===== src/rtl/arm_lp_pkg.sv =====
// Shared defaults and the operand bundle passed from operand preparation to the ALU stage.
package arm_lp_pkg;

    localparam int unsigned DATA_W_DEF   = 32;
    localparam int unsigned ADDR_W_DEF   = 5;
    localparam int unsigned IMM_W_DEF    = 26;
    localparam int unsigned ZERO_REG_DEF = 31;

    // Operand set as seen by the ALU stage at default widths.
    typedef struct packed {
        logic                  valid;
        logic [DATA_W_DEF-1:0] op1;
        logic [DATA_W_DEF-1:0] op2;
        logic [DATA_W_DEF-1:0] offset;
    } operand_bundle_t;

endpackage


===== src/rtl/regfile_2r1w.sv =====
// Two-read/one-write register file with a hard-wired zero register.
// Same-cycle write forwarding is enabled by defining OPPREP_BYPASS_EN.
module regfile_2r1w
    import arm_lp_pkg::*;
#(
    parameter int unsigned DATA_W   = DATA_W_DEF,
    parameter int unsigned ADDR_W   = ADDR_W_DEF,
    parameter int unsigned ZERO_REG = ZERO_REG_DEF
) (
    input  logic              clock,
    input  logic              reset,
    input  logic              we,
    input  logic [ADDR_W-1:0] waddr,
    input  logic [DATA_W-1:0] wdata,
    input  logic [ADDR_W-1:0] raddr1,
    input  logic [ADDR_W-1:0] raddr2,
    output logic [DATA_W-1:0] rdata1_c,
    output logic [DATA_W-1:0] rdata2_c
);

    localparam int unsigned DEPTH = 2 ** ADDR_W;
    localparam logic [ADDR_W-1:0] ZERO_ADDR = ADDR_W'(ZERO_REG);

    logic [DATA_W-1:0] regs [DEPTH];
    logic              wr_ok_c;

    assign wr_ok_c = we && (waddr != ZERO_ADDR);

    always_ff @(posedge clock) begin
        if (reset) begin
            for (int i = 0; i < int'(DEPTH); i++) begin
                regs[i] <= '0;
            end
        end else if (wr_ok_c) begin
            regs[waddr] <= wdata;
        end
    end

    // Zero masking is applied last so it also wins over forwarding.
    always_comb begin
        rdata1_c = regs[raddr1];
        rdata2_c = regs[raddr2];
`ifdef OPPREP_BYPASS_EN
        if (wr_ok_c && (waddr == raddr1)) rdata1_c = wdata;
        if (wr_ok_c && (waddr == raddr2)) rdata2_c = wdata;
`endif
        if (raddr1 == ZERO_ADDR) rdata1_c = '0;
        if (raddr2 == ZERO_ADDR) rdata2_c = '0;
    end

endmodule


===== src/rtl/operand_prep_stage.sv =====
// Operand preparation: register read, offset extension, ALU-source mux, valid/stall register.
// Optional same-cycle write forwarding: define OPPREP_BYPASS_EN.
module operand_prep_stage
    import arm_lp_pkg::*;
#(
    parameter int unsigned DATA_W   = DATA_W_DEF,
    parameter int unsigned ADDR_W   = ADDR_W_DEF,
    parameter int unsigned IMM_W    = IMM_W_DEF,
    parameter int unsigned ZERO_REG = ZERO_REG_DEF
) (
    input  logic              clock,
    input  logic              reset,
    input  logic              inValid,
    input  logic              stall,
    input  logic [ADDR_W-1:0] reg1,
    input  logic [ADDR_W-1:0] reg2,
    input  logic              aluSRC,
    input  logic              immSigned,
    input  logic [IMM_W-1:0]  pcOffsetOrig,
    input  logic              regWrite,
    input  logic [ADDR_W-1:0] writeRegister,
    input  logic [DATA_W-1:0] writeData,
    output logic              outValid,
    output logic [DATA_W-1:0] readData1,
    output logic [DATA_W-1:0] readData2,
    output logic [DATA_W-1:0] pcOffsetFilled
);

    logic [DATA_W-1:0] rd1_c;
    logic [DATA_W-1:0] rd2_c;
    logic [DATA_W-1:0] ext_c;
    logic [DATA_W-1:0] op2_c;

    regfile_2r1w #(
        .DATA_W   (DATA_W),
        .ADDR_W   (ADDR_W),
        .ZERO_REG (ZERO_REG)
    ) u_regfile (
        .clock    (clock),
        .reset    (reset),
        .we       (regWrite),
        .waddr    (writeRegister),
        .wdata    (writeData),
        .raddr1   (reg1),
        .raddr2   (reg2),
        .rdata1_c (rd1_c),
        .rdata2_c (rd2_c)
    );

    // A sized cast of a signed value sign-extends; equal widths pass through unchanged.
    always_comb begin
        ext_c = DATA_W'(pcOffsetOrig);
        if (immSigned) ext_c = DATA_W'($signed(pcOffsetOrig));
        op2_c = aluSRC ? ext_c : rd2_c;
    end

    // Data outputs only move on a valid capture; a bubble clears just the valid bit.
    always_ff @(posedge clock) begin
        if (reset) begin
            outValid       <= 1'b0;
            readData1      <= '0;
            readData2      <= '0;
            pcOffsetFilled <= '0;
        end else if (!stall) begin
            outValid <= inValid;
            if (inValid) begin
                readData1      <= rd1_c;
                readData2      <= op2_c;
                pcOffsetFilled <= ext_c;
            end
        end
    end

endmodule


===== config.mk =====
export PLATFORM = sky130hd
export DESIGN_NAME = operand_prep_stage
export DESIGN_NICKNAME = d
export VERILOG_FILES = /design/src/rtl/arm_lp_pkg.sv /design/src/rtl/regfile_2r1w.sv /design/src/rtl/operand_prep_stage.sv
export SDC_FILE = /design/constraint.sdc
export NUM_CORES = 2
export LEC_CHECK = 0
export BUFFER_PORTS_ARGS = -buffer_cell sky130_fd_sc_hd__clkbuf_2
export CAP_MARGIN = 10
export CORE_MARGIN = 3
export CORE_UTILIZATION = 63
export CTS_CLUSTER_DIAMETER = 30
export DETAILED_ROUTE_END_ITERATION = 12
export PLACE_DENSITY = 0.81
export RECOVER_POWER = 100
export SYNTH_ARGS = -nofsm -noshare
export SYNTH_HDL_FRONTEND = slang
export SYNTH_SLANG_ARGS = --single-unit

===== constraint.sdc =====
create_clock -name clock -period 2.9 [get_ports clock]
set_clock_uncertainty 0.15 [all_clocks]
set_input_delay 0.145 -clock clock [delete_from_list [all_inputs] [get_ports clock]]
set_output_delay 0.145 -clock clock [all_outputs]
set_load 0.005 [all_outputs]

==> flow_metrics.env <==
export IMPL_cp_arrival_ns=3.35
export IMPL_synthDominantCellAreaShare_pct=53.1
export IMPL_vdd_drop_max_uv=517
export IMPL_drcViolationCount=0
export IMPL_boundaryPins=177
export IMPL_dp_cells=5199
export IMPL_initial_utilization_pct=63.9
export IMPL_grt_pass1_vias=42514
export IMPL_wl_per_cell_um=35.1
export IMPL_synth_area_leaders="edfxtp_1 (53%), mux4_2 (13%), and2_1 (11%)"
export IMPL_die_area_um2=95600
export IMPL_synth_mux_area_share_pct=20.9
export IMPL_cts_tree="built"
export IMPL_hp_class="in2reg"
export IMPL_layout_nets=4422
export IMPL_post_dp_hpwl_um=117000
export IMPL_grt_first_pass_wirelength_um=287000
export IMPL_hold_violations=0
export IMPL_fin_cells=5700
export IMPL_clk_pin_slew_ns=0.05
export IMPL_synth_top_family_by_area="multiplexers"
export IMPL_synth_fa_ha_area_share_pct=0
export IMPL_tightest_slew_ns=1.83
export IMPL_place_gp_congestion=0.942
export IMPL_synthArstFlopShare_pct=0
export IMPL_numCtsBuffers=198
export IMPL_setup_viol=0
export IMPL_leakagePower_nw=24.5
export IMPL_cts_hold_buffers_added=119
export IMPL_violations="max-capacitance violations, max-slew violations"
export IMPL_crit_chain="dlygate4sd3_1 > buf_2 > and3_1 > clkbuf_1 > a31o_1 > nor3_1 > buf_4 > a31o_2"
export IMPL_ys_ff_latch=1116
export IMPL_yosysSeqAreaShare_pct=56.3
export IMPL_cp_end_kind="register"
export IMPL_cts_sinks=1116
export IMPL_syn2layout_area_growth_pct=18.8
export IMPL_slew_viol_final=66
export IMPL_fin_crit_sh_pct=97.4
export IMPL_utilization_pct=75.9
export IMPL_power_density_nw_per_um2=699
export IMPL_antenna_found_initial=18
export IMPL_status="finished with violations"
export IMPL_nFillCells=4933
export IMPL_yosys_warnings=0
export IMPL_cap_violations=2
export IMPL_grtUsageTotal_pct=41.9
export IMPL_postSynthCellCount=4003
export IMPL_postRouteAntennaNets=0
export IMPL_die_h_um=309
export IMPL_final_common_cell="edfxtp_1"
export IMPL_rows=110
export IMPL_synth_xor_area_share_pct=0
export IMPL_avgViaCountPerCell=7.41
export IMPL_tns_ns=0
export IMPL_port_buffers=176
export IMPL_synth_edf_count=1024
export IMPL_layout_min_cycle_time_ns=2.82
export IMPL_yosys_most_used_dff="edfxtp_1"
export IMPL_netlist_area_um2=57900
export IMPL_postPlaceCellArea_um2=61200
export IMPL_die_w_um=309
export IMPL_layout_common_cells="edfxtp_1 (1024), and2_1 (510), and2_0 (482), mux4_2 (335), clkbuf_16 (200)"
export IMPL_synth_compound_area_share_pct=5.86
export IMPL_clock_fmax_mhz=354
export IMPL_rsz0062_at_grt="false"
export IMPL_root_buffer="clkbuf_16"
export IMPL_syn_area_per_cell_um2=14.5
export IMPL_cts_resized=0
export IMPL_clock_path_buffers=3
export IMPL_finalPower_mw=48.1
export IMPL_cp_required_ns=3.43
export IMPL_finalInstanceArea_um2=68800
export IMPL_clk_latency_ns=0.79
export IMPL_drtIter0Drc=6971
export IMPL_wirelength_um=200000
export IMPL_grt_max_degree=110
export IMPL_core_region_area_um2=90600
export IMPL_slowest_stage="a31o_1"
export IMPL_yosys_cell_types_count=49
export IMPL_first_pass_iters=6
export IMPL_dr_total_vias=42231
export IMPL_yosys_area_top_type="edfxtp_1"
export IMPL_worst_setup_path_start_kind="input port"
export IMPL_yosys_area_share_simple_pct=13.5
export IMPL_critical_path_max_stage_delay_ns=0.57
export IMPL_grt_overflow_total=0
export IMPL_htreeDepth=4
export IMPL_relSlewSlack_pct=-22.0
export IMPL_drive_gt1_share_pct=26.7
export IMPL_post_cts_setup_buffer_count=0
export IMPL_worstPathMaxFanout=24
export IMPL_worstSetupPathType="in2reg"
-- Yosys cell counts (54+ instances only) --
library cell,n
edfxtp_1,1024
and2_1,993
mux4_2,335
clkbuf_1,298
mux2i_1,186
nand2_1,173
mux2_2,126
dfxtp_1,92
buf_2,76
a221oi_1,63
nand3_1,63
a21oi_1,54
-- sequential cells by signal, summed over array words and instances, names as in the netlist --
signal / count
outValid: 1
readData2: 32
pcOffsetFilled: 27
u_regfile.regs: 1024
readData1: 32
-- worst max-delay path, delay by kind of cell --
| kind | cells | cell delay, ns |
|---|---|---|
| buffers and inverters | 4 | 1.84 |
| AOI/OAI and AO/OA | 2 | 0.88 |
| and+or+nand+nor | 2 | 0.47 |
-- worst paths after layout --
kind | start | to | slack, ns | cells after the start
hold / removal | reg2[2] | readData2[26] | 0.05 | 4
setup / recovery | reg2[3] | readData2[24] | 0.08 | 8
hold reg to reg | readData1[24] | readData1[24] | 0.34 | 1
setup reg to reg | u_regfile.regs[13][15] | readData1[15] | 0.39 | 4
-- cells by family after synthesis --
group	count (synthesis)
simple gates	1347
flops	1116
mux	696
buf+inv	431
compound gates	412
other cells	1
-- cell type report --
class	instances	area, um^2	share of cell area (%)
flip-flops and latches	1116	32600	47.4
clock inverters	139	1770	2.58
multi-input cells	2487	23500	34.2
clock buffers	234	5210	7.58
well taps	1176	1470	2.14
repair buffers	539	4150	6.03
diodes	9	22.5	0.0328
-- power breakdown --
part	switching (mW)	total (mW)	leakage (nW)	internal (mW)
clock	8.52	24.2	3.38	15.7
combinational	2.79	4.73	10.6	1.95
sequential	0.600	19.1	10.5	18.5
-- routing by layer --
metal	vias to the layer above	global-route usage [%]	share of wire (%)
met5	-	0.396	0.061
met4	14	23.5	7.1
met3	1103	19.2	18
met2	4363	62.8	44
met1	20644	50.8	31
li1	16107	-	-
-- per-stage QoR --
| stage | hold WS (ns) | setup slack [ns] |
|---|---|---|
| final | 0.0498 | 0.0764 |
| after global routing | 0.0348 | 0.152 |
| after floorplan | 0.131 | 0.697 |
| after detailed placement | 0.239 | 0.229 |
| after CTS | 0.00117 | 0.577 |
| after global placement | 0.232 | 0.251 |
No activity file was read; power rests on OpenSTA's default activity.
